**config.mk**
```make
export PLATFORM = sky130hd
export DESIGN_NAME = mem_stage
export DESIGN_NICKNAME = d
export VERILOG_FILES = /design/src/rtl/mips_pkg.sv /design/src/rtl/mem_wb_reg.sv /design/src/rtl/mem_stage.sv
export SDC_FILE = /design/constraint.sdc
export NUM_CORES = 1
export LEC_CHECK = 0
export CAP_MARGIN = 20
export CORE_ASPECT_RATIO = 1.25
export CORE_MARGIN = 3
export CORE_UTILIZATION = 34
export CTS_CLUSTER_DIAMETER = 200
export CTS_CLUSTER_SIZE = 8
export DETAILED_ROUTE_END_ITERATION = 7
export PLACE_DENSITY = 0.89
export SLEW_MARGIN = 25
export SYNTH_ARGS = -nofsm -noshare
export SYNTH_HDL_FRONTEND = slang
export SYNTH_SLANG_ARGS = --single-unit
```
**constraint.sdc**
```tcl
create_clock -name clk -period 2.1 [get_ports clk]
set_clock_uncertainty 0.2 [all_clocks]
set_input_delay 0.21 -clock clk [delete_from_list [all_inputs] [get_ports clk]]
set_output_delay 0.21 -clock clk [all_outputs]
set_load 0.02 [all_outputs]
```
**src/rtl/mips_pkg.sv**
```systemverilog
// Shared types and constants for the MIPS pipeline memory stage.
// MEM_STAGE_ALIGN_CHECK_EN adds a misaligned flag to the MEM/WB bundle.
package mips_pkg;

    localparam int unsigned DATA_W     = 32;
    localparam int unsigned REG_ADDR_W = 5;

    typedef enum logic [1:0] {
        IDLE,
        REQ,
        WAIT
    } mem_state_t;

    typedef struct packed {
        logic [DATA_W-1:0]     alu_result;
        logic [DATA_W-1:0]     read_data;
        logic [REG_ADDR_W-1:0] writereg;
        logic                  reg_write;
        logic                  mem_to_reg;
`ifdef MEM_STAGE_ALIGN_CHECK_EN
        logic                  misaligned;
`endif
    } memwb_t;

endpackage

```
**src/rtl/mem_wb_reg.sv**
```systemverilog
// MEM/WB pipeline register with synchronous reset and bubble insertion.
// Field set follows memwb_t (MEM_STAGE_ALIGN_CHECK_EN adds misaligned).
module mem_wb_reg
    import mips_pkg::*;
(
    input  logic   clk,
    input  logic   rst,
    input  logic   bubble,
    input  memwb_t d,
    output memwb_t q
);

    // A bubble clears every field so write-back never repeats a stalled op.
    always_ff @(posedge clk) begin
        if (rst) begin
            q <= '0;
        end else if (bubble) begin
            q <= '0;
        end else begin
            q <= d;
        end
    end

endmodule

```
**src/rtl/mem_stage.sv**
```systemverilog
// MIPS memory stage: req/gnt data-memory bus, front-end stall, MEM/WB register.
// MEM_STAGE_ALIGN_CHECK_EN adds misaligned_W and suppresses misaligned accesses.
module mem_stage
    import mips_pkg::*;
#(
    parameter int unsigned ADDR_W = 32,
    parameter int unsigned DATA_W = 32
) (
    input  logic              clk,
    input  logic              rst,

    input  logic [DATA_W-1:0] ALUResult_M,
    input  logic [DATA_W-1:0] WriteData_M,
    input  logic [4:0]        writereg_M,
    input  logic              RegWrite_M,
    input  logic              MemtoReg_M,
    input  logic              MemWrite_M,

    output logic              stall_M,

    output logic              dmem_req,
    output logic              dmem_we,
    output logic [ADDR_W-1:0] dmem_addr,
    output logic [DATA_W-1:0] dmem_wdata,
    input  logic              dmem_gnt,
    input  logic              dmem_rvalid,
    input  logic [DATA_W-1:0] dmem_rdata,

    output logic [DATA_W-1:0] ALUResult_W,
    output logic [DATA_W-1:0] ReadData_W,
    output logic [4:0]        writereg_W,
    output logic              RegWrite_W,
`ifdef MEM_STAGE_ALIGN_CHECK_EN
    output logic              misaligned_W,
`endif
    output logic              MemtoReg_W
);

    mem_state_t state_q, state_d;
    logic       access;
    logic       mem_access;
    logic       is_store;
    logic       is_load;
    logic       misaligned;
    logic       complete;
    logic       busy;
    memwb_t     wb_d, wb_q;

    // Store wins when both MemtoReg and MemWrite are set.
    assign access   = MemtoReg_M | MemWrite_M;
    assign is_store = MemWrite_M;
    assign is_load  = MemtoReg_M & ~MemWrite_M;

`ifdef MEM_STAGE_ALIGN_CHECK_EN
    assign misaligned = access & (ALUResult_M[1:0] != 2'b00);
`else
    assign misaligned = 1'b0;
`endif

    assign mem_access = access & ~misaligned;

    always_ff @(posedge clk) begin
        if (rst) begin
            state_q <= IDLE;
        end else begin
            state_q <= state_d;
        end
    end

    always_comb begin
        state_d  = state_q;
        dmem_req = 1'b0;
        complete = 1'b0;
        case (state_q)
            IDLE: begin
                if (mem_access) begin
                    dmem_req = 1'b1;
                    if (dmem_gnt) begin
                        if (is_store) begin
                            complete = 1'b1;
                        end else begin
                            state_d = WAIT;
                        end
                    end else begin
                        state_d = REQ;
                    end
                end
            end
            REQ: begin
                dmem_req = 1'b1;
                if (dmem_gnt) begin
                    if (is_store) begin
                        complete = 1'b1;
                        state_d  = IDLE;
                    end else begin
                        state_d = WAIT;
                    end
                end
            end
            WAIT: begin
                // rvalid is only meaningful here; elsewhere it is ignored.
                if (dmem_rvalid) begin
                    complete = 1'b1;
                    state_d  = IDLE;
                end
            end
            default: state_d = IDLE;
        endcase
        // Reset overrides everything, including a late rvalid from an old access.
        if (rst) begin
            state_d  = IDLE;
            dmem_req = 1'b0;
            complete = 1'b0;
        end
    end

    assign busy    = mem_access | (state_q != IDLE);
    assign stall_M = busy & ~complete & ~rst;

    // Address, store data and we come straight from M, held stable by the stall.
    assign dmem_we    = dmem_req & is_store;
    assign dmem_addr  = {ALUResult_M[ADDR_W-1:2], 2'b00};
    assign dmem_wdata = WriteData_M;

    always_comb begin
        wb_d            = '0;
        wb_d.alu_result = ALUResult_M;
        wb_d.read_data  = (is_load && complete) ? dmem_rdata : '0;
        wb_d.writereg   = writereg_M;
        wb_d.reg_write  = RegWrite_M & ~misaligned;
        wb_d.mem_to_reg = MemtoReg_M;
`ifdef MEM_STAGE_ALIGN_CHECK_EN
        wb_d.misaligned = misaligned;
`endif
    end

    mem_wb_reg u_mem_wb_reg (
        .clk    (clk),
        .rst    (rst),
        .bubble (stall_M),
        .d      (wb_d),
        .q      (wb_q)
    );

    assign ALUResult_W = wb_q.alu_result;
    assign ReadData_W  = wb_q.read_data;
    assign writereg_W  = wb_q.writereg;
    assign RegWrite_W  = wb_q.reg_write;
    assign MemtoReg_W  = wb_q.mem_to_reg;
`ifdef MEM_STAGE_ALIGN_CHECK_EN
    assign misaligned_W = wb_q.misaligned;
`endif

endmodule

```
==> metrics.md <==
| Metric | Value |
|---|---|
| Run status | `complete, no violations` |
| Worst slew pin tran | `between 0.5 and 0.6 ns` |
| Pwr Total | `around 3.6 mW` |
| Final net count | `519` |
| Pwr dens | `between 700 and 800 mW/mm^2` |
| Yosys reg bits | `73` |
| F_max | `roughly 510 MHz` |
| RSZ-0062 raised after global routing | `false` |
| I/O pins | `246` |
| RR Endpoint | `u_mem_wb_reg.q[5]` |
| Antenna violations before repair | `0` |
| Hold buffers post-CTS | `0` |
| Routability cong. | `0.718` |
| Top Family by Delay on Critical Path | `buffers and inverters` |
| Gate Count Post-Synth | `298` |
| CP max FO | `19` |
| Vias | `2,681` |
| Antenna diodes | `0` |
| Most frequent cell on the critical path | `buf_4` |
| Period utilisation layout | `0.942` |
| DIE WIDTH | `92.8 um` |
| Gr ovfl total | `0` |
| Post-synth cell types | `23` |
| Vias in the first global route | `2,688` |
| Final Core Density | `0.545` |
| Worst-Skew Late Latency | `0.32 ns` |
| Mapped Area | `0.00321 mm^2` |
| CTS tree | `done` |
| First-pass GRT wire length | `14,500 um` |
| DR vias/cell | `4.97` |
| Buffer and inverter count on the worst path | `4` |
| Total Wirelength | `9750 um` |
| Buffers added on ports | `179` |
| Most common cell after layout, fill and taps aside | `clkdlybuf4s50_1` |
| Pin count of the biggest net entering global routing | `42` |
| Clk root buf | `clkbuf_16` |
| Share of cells above drive strength 1 | `0.147` |
| Worst r2r src | `state_q[0]` |
| # rows | `39` |
| Slew Limit Headroom | `0.632` |
| Avg Cell Area, Syn | `10.8 um^2` |
| Routed WL per cell | `18.1 um` |
| Fillers | `roughly 800` |
| Worst-path cell chain | `clkdlybuf4s50_1 > buf_4 > buf_4 > nor3_2 > nor2_1 > buf_4` |
| Min-Delay Startpoint | `WriteData_M[25]` |
| CP max stage cell | `clkdlybuf4s50_1` |
| Most frequent cells in the layout | `176 x clkdlybuf4s50_1, 72 x dfxtp_1, 38 x nand2b_1, 32 x nor4b_1, 20 x a221oi_2` |
| Die area | `0.0106 mm^2` |
| CP endpoint kind | `primary output` |
| Critical path class | `in -> out` |
| Critical path's largest stage delay | `about 0.56 ns` |
| Final Hold Viols | `0` |
| Warnings from Yosys | `0` |
| Max cap viols | `0` |
| Antenna-violating nets left | `0` |
| VDD IR max | `between 0.3 and 0.4 mV` |
| Initial DRC count | `116` |
| Post-DP HPWL | `7280 um` |
| Cell depth of the worst hold path | `0` |
| R2r setup slk | `0.25 ns` |
| CORE AREA | `0.00917 mm^2` |
| Setup TNS | `0 ns` |
| Layout area overhead | `56.0%` |
| H-Tree Depth | `3` |
| Post-CTS Resized | `2` |
| Drt drc | `0` |
| CTS sink count | `73` |
| Slew Limit Fails | `0` |
| Num CTS Buffers | `9` |
| CP arrival | `1.57 ns` |
| Worst Setup Start Kind | `primary input` |
| Placed cell area | `0.00470 mm^2` |
| Final instance area | `approximately 0.0050 mm^2` |
| Worst r2r path cells | `5` |
| Starting Density | `0.349` |
| Leakage | `between 1.5 and 2 nW` |
| GRT Overall Usage | `0.176` |
| Critical Path RT | `1.69 ns` |
| Sequential area share after synthesis | `0.456` |
| Hold EP | `dmem_wdata[25]` |
| CTS Buffer Depth | `2` |
| Pre-antenna DRT Iters | `4` |
| Setup violators final | `0` |
| Chip height | `approximately 110 um` |
| Postcts setup bufs | `0` |
| HP Class | `in -> out` |
| Tmin final | `about 2.0 ns` |
## layer usage
| layer | wire [um] | GRT usage | share of wire | vias to the layer above |
|---|---|---|---|---|
| li1 | - | - | - | 1233 |
| met1 | 3460 | 0.185 | 0.35 | 1261 |
| met2 | 5200 | 0.315 | 0.53 | 137 |
| met3 | 679 | 0.0447 | 0.070 | 50 |
| met4 | 416 | 0.102 | 0.043 | 0 |
| met5 | 0 | 0 | 0 | - |
## power by group
part	switching [mW]	total (mW)	internal [mW]
registers	0.0125	1.44	1.43
logic	0.308	0.645	0.337
clock network	0.562	1.51	0.947
total	0.882	3.59	2.71
## flip-flops by register name, indices dropped and copies added (netlist names)
signal          cells
u_mem_wb_reg.q     71
state_q             2
## per-stage QoR
step / setup WS [ns] / std cells / hold slack (ns)
final: 0.122 / 539 / 0.220
after CTS: 0.0822 / 539 / 0.220
after floorplan: 0.311 / 299 / 0.0886
after global routing: 0.00668 / 539 / 0.220
after global placement: -0.145 / 523 / 0.220
after detailed placement: -0.171 / 523 / 0.220
## cells in the mapped netlist
| library cell | count | area (um^2) |
|---|---|---|
| o41ai_1 | 1 | 8.76 |
| inv_1 | 3 | 11.3 |
| and3b_1 | 2 | 17.5 |
| or3_1 | 1 | 6.26 |
| conb_1 | 1 | 3.75 |
| buf_1 | 4 | 15.0 |
| or4b_2 | 1 | 10.0 |
| buf_2 | 11 | 55.1 |
| a21oi_1 | 1 | 5.00 |
| clkbuf_1 | 13 | 48.8 |
| nor4_1 | 2 | 12.5 |
| buf_6 | 3 | 33.8 |
| nand4b_1 | 1 | 8.76 |
| or2_2 | 1 | 6.26 |
| nor3_1 | 2 | 10.0 |
| o211a_1 | 1 | 10.0 |
| dfxtp_1 | 73 | 1460 |
| a221oi_1 | 18 | 158 |
| nor4b_1 | 32 | 280 |
| buf_4 | 65 | 488 |
| a221oi_2 | 20 | 300 |
| nand2b_1 | 39 | 244 |
| nor2_1 | 3 | 11.3 |
## logic make-up after synthesis
| kind of cell | after synthesis | share of synthesized area |
|---|---|---|
| buffers and inverters | 99 | 0.203 |
| AOI/OAI and AO/OA | 41 | 0.150 |
| DFF | 73 | 0.456 |
| and+or+nand+nor | 84 | 0.189 |
| other | 1 | 0.00117 |
## final cells by class
class,instances,area (um^2),area share
Timing Repair Buffer,197,1960,0.392
Clock buffer,11,243,0.0485
Inverter,3,11.3,0.00225
Tap cell,123,154,0.0308
Sequential cell,73,1460,0.292
Clock inverter,5,55.1,0.0110
Multi-Input combinational cell,127,1120,0.223
## worst max-delay path by stage
| stage | start | end | slack, ns | cells after the start |
|---|---|---|---|---|
| after floorplan | state_q[0] | stall_M | 0.31 | 3 |
| after global placement | MemWrite_M | stall_M | -0.14 | 5 |
| after detailed placement | MemWrite_M | stall_M | -0.17 | 5 |
| after CTS | MemWrite_M | dmem_req | 0.08 | 6 |
| after global routing | state_q[0] | dmem_req | 0.007 | 5 |
| final | MemWrite_M | dmem_req | 0.12 | 6 |
No activity file was read; power rests on OpenSTA's default activity.
